`src/rtl/rob_alloc_ctrl_pkg.sv`:
```
// rob_alloc_ctrl_pkg
//   Shared ROB constants and types for the reorder-buffer allocator slice.
//   ROB_ADDR_WIDTH_DEF : default log2 of ROB depth
//   WB_PORTS_DEF       : default number of execution-unit writeback ports
//   rob_state_e        : allocator control state (RUN / RECOVER)
package rob_alloc_ctrl_pkg;

    localparam int unsigned ROB_ADDR_WIDTH_DEF = 4;
    localparam int unsigned WB_PORTS_DEF       = 2;

    typedef enum logic {
        ROB_ST_RUN     = 1'b0,
        ROB_ST_RECOVER = 1'b1
    } rob_state_e;

endpackage

```
`src/rtl/rob_alloc_ctrl_status_array.sv`:
```
// rob_status_array
//   Per-entry busy/done/exception bit vectors of the reorder buffer.
//   Ports:
//     clk, rst       : clock, synchronous active-low reset
//     clear_all      : wipe every entry (flush); overrides all other updates
//     alloc_en/tag   : mark entry busy, not done, no exception
//     wb_en/tag/exc  : per-port writeback; only affects entries already busy
//     commit_en/tag  : retire entry (clear all three bits)
//     busy/done/exc  : registered status vectors, one bit per entry
module rob_status_array
    import rob_alloc_ctrl_pkg::*;
#(
    parameter int unsigned ROB_ADDR_WIDTH = ROB_ADDR_WIDTH_DEF,
    parameter int unsigned WB_PORTS       = WB_PORTS_DEF
) (
    input  logic                               clk,
    input  logic                               rst,
    input  logic                               clear_all,
    input  logic                               alloc_en,
    input  logic [ROB_ADDR_WIDTH-1:0]          alloc_tag,
    input  logic [WB_PORTS-1:0]                wb_en,
    input  logic [WB_PORTS*ROB_ADDR_WIDTH-1:0] wb_tag,
    input  logic [WB_PORTS-1:0]                wb_exc,
    input  logic                               commit_en,
    input  logic [ROB_ADDR_WIDTH-1:0]          commit_tag,
    output logic [(1<<ROB_ADDR_WIDTH)-1:0]     busy,
    output logic [(1<<ROB_ADDR_WIDTH)-1:0]     done,
    output logic [(1<<ROB_ADDR_WIDTH)-1:0]     exc
);

    localparam int unsigned DEPTH = 1 << ROB_ADDR_WIDTH;

    logic [DEPTH-1:0] busy_q, busy_d;
    logic [DEPTH-1:0] done_q, done_d;
    logic [DEPTH-1:0] exc_q,  exc_d;

    // Update order: writeback, then allocate, then commit, then flush.
    // Writeback qualifies on the registered busy bit, so a strobe to an
    // entry being allocated this same cycle is dropped.
    always_comb begin
        busy_d = busy_q;
        done_d = done_q;
        exc_d  = exc_q;
        for (int unsigned p = 0; p < WB_PORTS; p++) begin
            if (wb_en[p] && busy_q[wb_tag[p*ROB_ADDR_WIDTH +: ROB_ADDR_WIDTH]]) begin
                done_d[wb_tag[p*ROB_ADDR_WIDTH +: ROB_ADDR_WIDTH]] = 1'b1;
                exc_d[wb_tag[p*ROB_ADDR_WIDTH +: ROB_ADDR_WIDTH]] =
                    exc_d[wb_tag[p*ROB_ADDR_WIDTH +: ROB_ADDR_WIDTH]] | wb_exc[p];
            end
        end
        if (alloc_en) begin
            busy_d[alloc_tag] = 1'b1;
            done_d[alloc_tag] = 1'b0;
            exc_d[alloc_tag]  = 1'b0;
        end
        if (commit_en) begin
            busy_d[commit_tag] = 1'b0;
            done_d[commit_tag] = 1'b0;
            exc_d[commit_tag]  = 1'b0;
        end
        if (clear_all) begin
            busy_d = '0;
            done_d = '0;
            exc_d  = '0;
        end
    end

    always_ff @(posedge clk) begin
        if (!rst) begin
            busy_q <= '0;
            done_q <= '0;
            exc_q  <= '0;
        end else begin
            busy_q <= busy_d;
            done_q <= done_d;
            exc_q  <= exc_d;
        end
    end

    assign busy = busy_q;
    assign done = done_q;
    assign exc  = exc_q;

endmodule

```
`src/rtl/rob_alloc_ctrl.sv`:
```
// rob_alloc_ctrl
//   ROB tag allocator and in-order commit sequencer.
//   Ports:
//     clk, rst            : clock, synchronous active-low reset
//     flush               : pipeline flush, top priority, empties the ROB
//     alloc_valid/ready   : dispatch handshake; alloc_tag is the current tail
//     stall_req           : alloc_valid && !alloc_ready
//     wb_en/wb_tag/wb_exc : per-port writeback (port p tag at [p*W +: W])
//     commit_valid/tag/exc: oldest entry ready to retire; commit_ack consumes
//     rob_empty/rob_count : occupancy
module rob_alloc_ctrl
    import rob_alloc_ctrl_pkg::*;
#(
    parameter int unsigned ROB_ADDR_WIDTH = ROB_ADDR_WIDTH_DEF,
    parameter int unsigned WB_PORTS       = WB_PORTS_DEF
) (
    input  logic                               clk,
    input  logic                               rst,
    input  logic                               flush,
    input  logic                               alloc_valid,
    output logic                               alloc_ready,
    output logic [ROB_ADDR_WIDTH-1:0]          alloc_tag,
    output logic                               stall_req,
    input  logic [WB_PORTS-1:0]                wb_en,
    input  logic [WB_PORTS*ROB_ADDR_WIDTH-1:0] wb_tag,
    input  logic [WB_PORTS-1:0]                wb_exc,
    output logic                               commit_valid,
    output logic [ROB_ADDR_WIDTH-1:0]          commit_tag,
    output logic                               commit_exc,
    input  logic                               commit_ack,
    output logic                               rob_empty,
    output logic [ROB_ADDR_WIDTH:0]            rob_count
);

    localparam int unsigned DEPTH = 1 << ROB_ADDR_WIDTH;
    localparam logic [ROB_ADDR_WIDTH:0] DEPTH_CNT = (ROB_ADDR_WIDTH+1)'(DEPTH);

    rob_state_e                state_q, state_d;
    logic [ROB_ADDR_WIDTH-1:0] head_q,  head_d;
    logic [ROB_ADDR_WIDTH-1:0] tail_q,  tail_d;
    logic [ROB_ADDR_WIDTH:0]   count_q, count_d;

    logic [DEPTH-1:0] busy, done, exc;
    logic             alloc_fire, commit_fire;

    // Gated by rst so nothing is offered while reset is held; full is
    // judged on registered count, so a same-cycle commit frees nothing.
    assign alloc_ready  = rst && (state_q == ROB_ST_RUN) && !flush && (count_q < DEPTH_CNT);
    assign stall_req    = rst && alloc_valid && !alloc_ready;
    assign alloc_tag    = tail_q;
    assign alloc_fire   = alloc_valid && alloc_ready;

    assign commit_valid = busy[head_q] && done[head_q];
    assign commit_tag   = head_q;
    assign commit_exc   = exc[head_q];
    assign commit_fire  = commit_ack && commit_valid && !flush;

    assign rob_empty    = (count_q == '0);
    assign rob_count    = count_q;

    always_comb begin
        state_d = state_q;
        head_d  = head_q;
        tail_d  = tail_q;
        count_d = count_q;
        if (flush) begin
            state_d = ROB_ST_RECOVER;
            head_d  = '0;
            tail_d  = '0;
            count_d = '0;
        end else begin
            if (state_q == ROB_ST_RECOVER) begin
                state_d = ROB_ST_RUN;
            end
            if (alloc_fire) begin
                tail_d = tail_q + ROB_ADDR_WIDTH'(1);
            end
            if (commit_fire) begin
                head_d = head_q + ROB_ADDR_WIDTH'(1);
            end
            case ({alloc_fire, commit_fire})
                2'b10:   count_d = count_q + (ROB_ADDR_WIDTH+1)'(1);
                2'b01:   count_d = count_q - (ROB_ADDR_WIDTH+1)'(1);
                default: count_d = count_q;
            endcase
        end
    end

    always_ff @(posedge clk) begin
        if (!rst) begin
            state_q <= ROB_ST_RUN;
            head_q  <= '0;
            tail_q  <= '0;
            count_q <= '0;
        end else begin
            state_q <= state_d;
            head_q  <= head_d;
            tail_q  <= tail_d;
            count_q <= count_d;
        end
    end

    rob_status_array #(
        .ROB_ADDR_WIDTH (ROB_ADDR_WIDTH),
        .WB_PORTS       (WB_PORTS)
    ) u_status (
        .clk        (clk),
        .rst        (rst),
        .clear_all  (flush),
        .alloc_en   (alloc_fire),
        .alloc_tag  (tail_q),
        .wb_en      (wb_en),
        .wb_tag     (wb_tag),
        .wb_exc     (wb_exc),
        .commit_en  (commit_fire),
        .commit_tag (head_q),
        .busy       (busy),
        .done       (done),
        .exc        (exc)
    );

endmodule

```
`config.mk`:
```
export PLATFORM = sky130hd
export DESIGN_NAME = rob_alloc_ctrl
export DESIGN_NICKNAME = d
export VERILOG_FILES = /design/src/rtl/rob_alloc_ctrl_pkg.sv /design/src/rtl/rob_alloc_ctrl_status_array.sv /design/src/rtl/rob_alloc_ctrl.sv
export SDC_FILE = /design/constraint.sdc
export NUM_CORES = 1
export LEC_CHECK = 0
export ABC_AREA = 1
export CAP_MARGIN = 20
export CORE_MARGIN = 8
export CORE_UTILIZATION = 35
export CTS_BUF_LIST = sky130_fd_sc_hd__clkbuf_8
export DETAILED_ROUTE_END_ITERATION = 6
export PLACE_DENSITY = 0.59
export SYNTH_ARGS = -nofsm -noshare
export SYNTH_HDL_FRONTEND = slang
export SYNTH_SLANG_ARGS = --single-unit
```
`constraint.sdc`:
```
create_clock -name clk -period 4.1 [get_ports clk]
set_input_delay 0.615 -clock clk [delete_from_list [all_inputs] [get_ports clk]]
set_output_delay 0.615 -clock clk [all_outputs]
set_load 0.01 [all_outputs]
```
**Word-level counts from Yosys, hierarchy flattened**

Cells that the tools add are included.

- Register bits: 62
- Input bits: 17
- Output and inout port bits: 18
- Logic and storage cells: 92

- Add/sub/neg operators: 4
- $lt $le $gt $ge: 9
- Eq/ne operators: 2
- Mux-type cells: 36
- Bitwise logic cells: 14
- Reductions and logical operators: 20

Operator list:

| kind | number |
|---|---|
| two-way mux 16 bit | 10 |
| bitwise AND 16 bit | 5 |
| bitwise OR 16 bit | 3 |
| bitwise mux 16 bit | 2 |
| inverter 16 bit | 2 |
| binary-select mux 1 bit (select 4 bit) | 7 |
| less-than comparator 4 x 5 -> 1 bit, second input constant | 4 |
| demux 1 bit (select 4 bit) | 4 |
| greater-or-equal comparator 4 x 1 -> 1 bit, second input constant | 4 |
| logical AND 1 bit | 15 |
| two-way mux 1 bit | 12 |
| one-hot mux 5 bit (2 select lines) | 1 |
| adder 4 x 1 -> 4 bit, second input constant | 2 |
| adder 5 x 1 -> 5 bit, second input constant | 1 |
| zero test 5 bit | 1 |
| less-than comparator 5 bit, second input constant | 1 |
| subtractor 5 x 1 -> 5 bit, second input constant | 1 |
| equality test 2 x 1 -> 1 bit, second input constant | 1 |
| equality test 2 bit, second input constant | 1 |
| zero test 1 bit | 2 |
| inverter 1 bit | 2 |
| bitwise OR 1 bit | 2 |
| nonzero test 2 bit | 1 |
| OR reduction 2 bit | 1 |

**Longest topological paths before layout**

- Depth after elaboration: 15
- Depth in mapped cells: 21

**Modules after synthesis**

From an unflattened synthesis, not the netlist that was laid out.

- Cells, all modules: 729
- Area total of the unflattened synthesis: 4436.8 sq um

Modules (own cells, without submodules):

| module | times used | cells an instance | area each (sq um) | sequential area each (sq um) |
|---|---|---|---|---|
| rob_status_array | 1 | 555 | 3269.4 | 960.9 |
| rob_alloc_ctrl | 1 | 174 | 1167.4 | 280.3 |

**Least setup slack after synthesis**

OpenSTA, ideal clock, no wires.

- Path kind: input-to-reg
- Start: input port rst
- End: register count_q[4] (netlist: rob_count[4])
- Setup time: 0.126 ns
- Arrival time: 3.102 ns
- Slack: 0.872 ns
- Stages on the path: 15
- Cells stage by stage: inv_1 > nor2_4 > clkinv_1 > nor3_1 > nand2_1 > ha_1 > ha_1 > a21o_1 > a31oi_1 > inv_1 > o21ai_0 > a21oi_1 > or2_2 > nand2_1 > a21oi_1

- Longest elaborated chain between the ends: 6
- Elaborated cells between the ends (all ways): 10

Ends and longest elaborated chain:

| element | RTL line | RTL |
|---|---|---|
| start: declaration | rob_alloc_ctrl.sv:18 | `input logic rst,` |
| logical AND 1 bit * (3 in a row) | rob_alloc_ctrl.sv:48 | `assign alloc_ready = rst && (state_q == ROB_ST_RUN) && !flush && (count_q < DEPTH_CNT);` |
| named net alloc_ready | rob_alloc_ctrl.sv:21 | `output logic alloc_ready,` |
| logical AND 1 bit * | rob_alloc_ctrl.sv:51 | `assign alloc_fire = alloc_valid && alloc_ready;` |
| equality test 2 x 1 -> 1 bit or equality test 2 bit (tied branches) | rob_alloc_ctrl.sv:81 | `case ({alloc_fire, commit_fire})` |
| one-hot mux 5 bit (2 select lines) or nonzero test 2 bit (tied branches) | n/a |  |
| end signal: assignment | rob_alloc_ctrl.sv:99 | `count_q <= count_d;` |
| end: declaration | rob_alloc_ctrl.sv:41 | `logic [ROB_ADDR_WIDTH:0] count_q, count_d;` |

Mark *: on every way through the listed nets, which the timed path passes. The rest lies on a longest branch.
A chain may end at the register's enable or synchronous reset.

**Final worst setup path**

- Start: register head_q[0] (netlist: commit_tag[0])
- End: register count_q[4] (netlist: rob_count[4])

- Longest elaborated chain between the ends: 7
- Elaborated cells between the ends (all ways): 11

Ends and longest elaborated chain:

| element | RTL line | RTL |
|---|---|---|
| start: declaration | rob_alloc_ctrl.sv:39 | `logic [ROB_ADDR_WIDTH-1:0] head_q, head_d;` |
| start signal: assignment | rob_alloc_ctrl.sv:92 | `head_q <= '0;` |
| start signal: assignment | rob_alloc_ctrl.sv:97 | `head_q <= head_d;` |
| binary-select mux 1 bit (select 4 bit) | rob_alloc_ctrl.sv:53 | `assign commit_valid = busy[head_q] && done[head_q];` |
| two-way mux 1 bit (not written as such) | rob_alloc_ctrl.sv:53 |  |
| logical AND 1 bit * | rob_alloc_ctrl.sv:53 |  |
| logical AND 1 bit * (2 in a row) | rob_alloc_ctrl.sv:56 | `assign commit_fire = commit_ack && commit_valid && !flush;` |
| equality test 2 x 1 -> 1 bit or equality test 2 bit (tied branches) | rob_alloc_ctrl.sv:81 |  |
| one-hot mux 5 bit (2 select lines) or nonzero test 2 bit (tied branches) | n/a |  |

Mark *: on every way between the ends. The rest lies on a longest branch, timed or not. The select of a mux whose other input is x is not followed.

==> results.md <==
* Fin. max-slew vios at 0
* Share of layout cells above drive strength 1 at 6.194%
* Crit path capture type: register
* Final GP Congestion at 0.9556
* Row count at 40
* Number of vias per cell at 5.224
* Hold Path Origin: u_status.done[9]$_SDFF_PP0_
* Cell total after placement at 925
* Crit Path Class: reg2reg
* Cell Count, Final, Fillers Out at 943
* Actual slew at the worst max-slew pin at 0.9324 ns
* Worst endpoint required time at 4.36 ns
* Yosys warning count at 0
* GR Util All Layers at 20.27%
* Clk root buf: clkbuf_8
* CTS clk-pin slew, worst paths at 0.08 ns
* Vias at 4926
* Startpoint types: register
* H-Tree Depth at 3
* Global-route wire length before repair at 25.43 mm
* PwrDens at 259.1 mW/mm^2
* CTS sink count at 62
* Post-route ant nets at 0
* DRT Pass-1 Iters at 6
* Synthesized net count at 756
* Most frequent cells in the layout: nand2_1, nor2_1, inv_1, dfxtp_1, a21oi_1
* Initial Util at 36.02%
* Grt ovf at 0
* Max-cap viol count at 0
* Drt wl/cell at 17.05 um
* Status: completed
* Distinct cells, synth at 39
* Chip Width at 127.7 um
* Synth Area per Inst at 6.010 um^2
* Commonest non-fill, non-tap cell in the layout: nand2_1
* Area grow syn2layout at 18.30%
* Final setup viols at 0
* Die height at 127.7 um
* Max Freq at 264.4 MHz
* Period utilization at 92.25%
* Reg2reg path depth at 20
* Clock tree from TritonCTS: done
* Total Neg Setup Slack at 0 ns
* Cells after Synth at 726
* Maximum root-to-sink buffer count at 2
* DRC errors left at 0
* # port buffers at 34
* Post-Syn Area at 0.004363 mm^2
* I/O Pins at 35
* Routed WL at 16.07 mm
* Initial antenna violation count at 0
* Worst clock skew at 0.01116 ns
* Reg-to-reg startpoint: commit_tag[0]$_SDFFE_PP0N_
* Clk_lat worst skew at 0.37 ns
* Unrepaired setup endpoints after global routing: no
* Worst vdd ir at 198.5 uV
* Largest net degree at the start of global routing at 34
* Final min period at 3.782 ns
* Min-Delay Path Depth at 2
* Seq/Total Area, Yosys at 28.45%
* Fin. Hold Viols at 0
* Max FO, Critical Path at 9
* Leak pwr at 0.002273 uW
* Hold crit path type: reg2reg
* Final hold slack at 0.4882 ns
* Final net count at 800
* Inserted Diodes at 0
* Iteration-0 DRC Markers at 484
* Number of global-route vias before repair at 4809
* HPWL Detailed at 12.38 mm
* Power, Total at 1337 uW
* Cts bufs inserted at 9
* Core area at 0.01211 mm^2
* Critical Path AT at 4.04 ns
* Die ar. at 0.01629 mm^2
* Critical Path Source: commit_tag[0]$_SDFFE_PP0N_
* Synth Register Bits at 62
* Rel. slew slack at 37.61%
[synth_stat cells]
cell type	number	area share, %
a31oi_1	8	1.1
nor2_1	110	9.5
fa_1	1	0.46
inv_2	4	0.34
a21o_1	2	0.34
nand4_1	10	1.4
o21a_1	10	1.7
o22ai_1	1	0.14
inv_1	98	8.4
nand2_1	180	15
nand3_1	44	5.0
o21bai_1	1	0.17
or2_2	1	0.14
a22oi_1	6	1.0
nand3b_1	1	0.17
a21boi_0	3	0.52
a21oi_1	61	7.0
clkbuf_2	1	0.11
xnor2_1	1	0.20
nor3b_1	5	0.86
clkbuf_1	5	0.43
xor2_1	1	0.20
and3_1	1	0.14
nand2_2	2	0.29
clkinv_1	1	0.086
o21ai_0	53	6.1
buf_2	6	0.69
o21ai_1	4	0.46
buf_4	4	0.69
nor4_1	1	0.14
nor2_4	4	1.0
buf_6	1	0.26
nor3_1	8	0.92
o211ai_1	6	1.0
nor2_2	5	0.72
dfxtp_1	62	28
ha_1	12	3.4
nor2_8	1	0.46
a2111o_1	1	0.26
[worst max-delay path, cell delays in order, from the launching register on]
cell and delay [ns]:
dfxtp_1 0.34, clkinvlp_4 0.20, buf_4 0.17, o21ai_0 0.08, o21ai_0 0.32, nand2_1 0.16
nand2_1 0.09, nor2_1 0.04, nor2_1 0.21, nand2_1 0.17, nor2_2 0.21, ha_1 0.33
ha_1 0.32, a21o_1 0.18, a31oi_1 0.18, inv_1 0.07, o21ai_0 0.16, a21oi_1 0.07
or2_2 0.28, nand2_1 0.06, a21oi_1 0.04
[registers in the layout (all words and copies together) (netlist names)]
register and count:
rob_count 5, state_q 1, u_status.busy 16, u_status.done 16
commit_tag 4, alloc_tag 4, u_status.exc 16
[cell type report]
cell class	count	area [um^2]
fillers	1351	6950
flip-flops and latches	62	1241
clock buffers	10	137.6
multi-input cells	544	2640
repair buffers	50	464.2
inverters	103	390.4
clock inverters	6	77.57
well taps	168	210.2
[routing by layer]
layer  GRT usage (%)  vias up  wire length, um
met5               0        -                0
met4           9.371        0              542
met3           6.947       41             1378
met2           32.87      198             7362
met1           23.61     2253             6791
li1                -     2434                -
[kinds of logic after synthesis]
logic type | share of synthesized area [%]
AO/OA/AOI/OAI | 19.90
buffers and inverters | 11.04
adder cells (fa/ha/maj) | 3.900
XOR/XNOR | 0.4016
flip-flops | 28.45
AND/OR/NAND/NOR | 36.31
[worst paths after layout]
kind	endpoint	slack, ns
hold reg to reg	u_status.done[9]$_SDFF_PP0_	0.49
setup reg to reg	rob_count[4]$_SDFFE_PP0P_	0.32
setup / recovery	rob_count[4]$_SDFFE_PP0P_	0.32
hold / removal	u_status.done[9]$_SDFF_PP0_	0.49
[repair_timing]
action | in CTS | in global routing
hold buffers | 0 | 0
resized for setup | 0 | 2
endpoints found under the setup margin | 0 | 1
setup buffers | 0 | 2
[report_power, final]
part	switching [uW]	internal [uW]
registers	1.74	603
clock network	265	353
logic	78.8	35.4
total	346	991
[per-stage QoR]
stage                     util (%)  setup WS, ns  instance area, um^2
final                        42.61        0.3179                 5161
after global routing         42.61      0.005206                 5161
after CTS                    42.43        0.2205                 5139
after detailed placement     40.65        0.2756                 4923
after global placement       40.65        0.2948                 4923
after floorplan                  -        0.8723                 4363
Note: power is estimated with default switching activity, not from simulation.
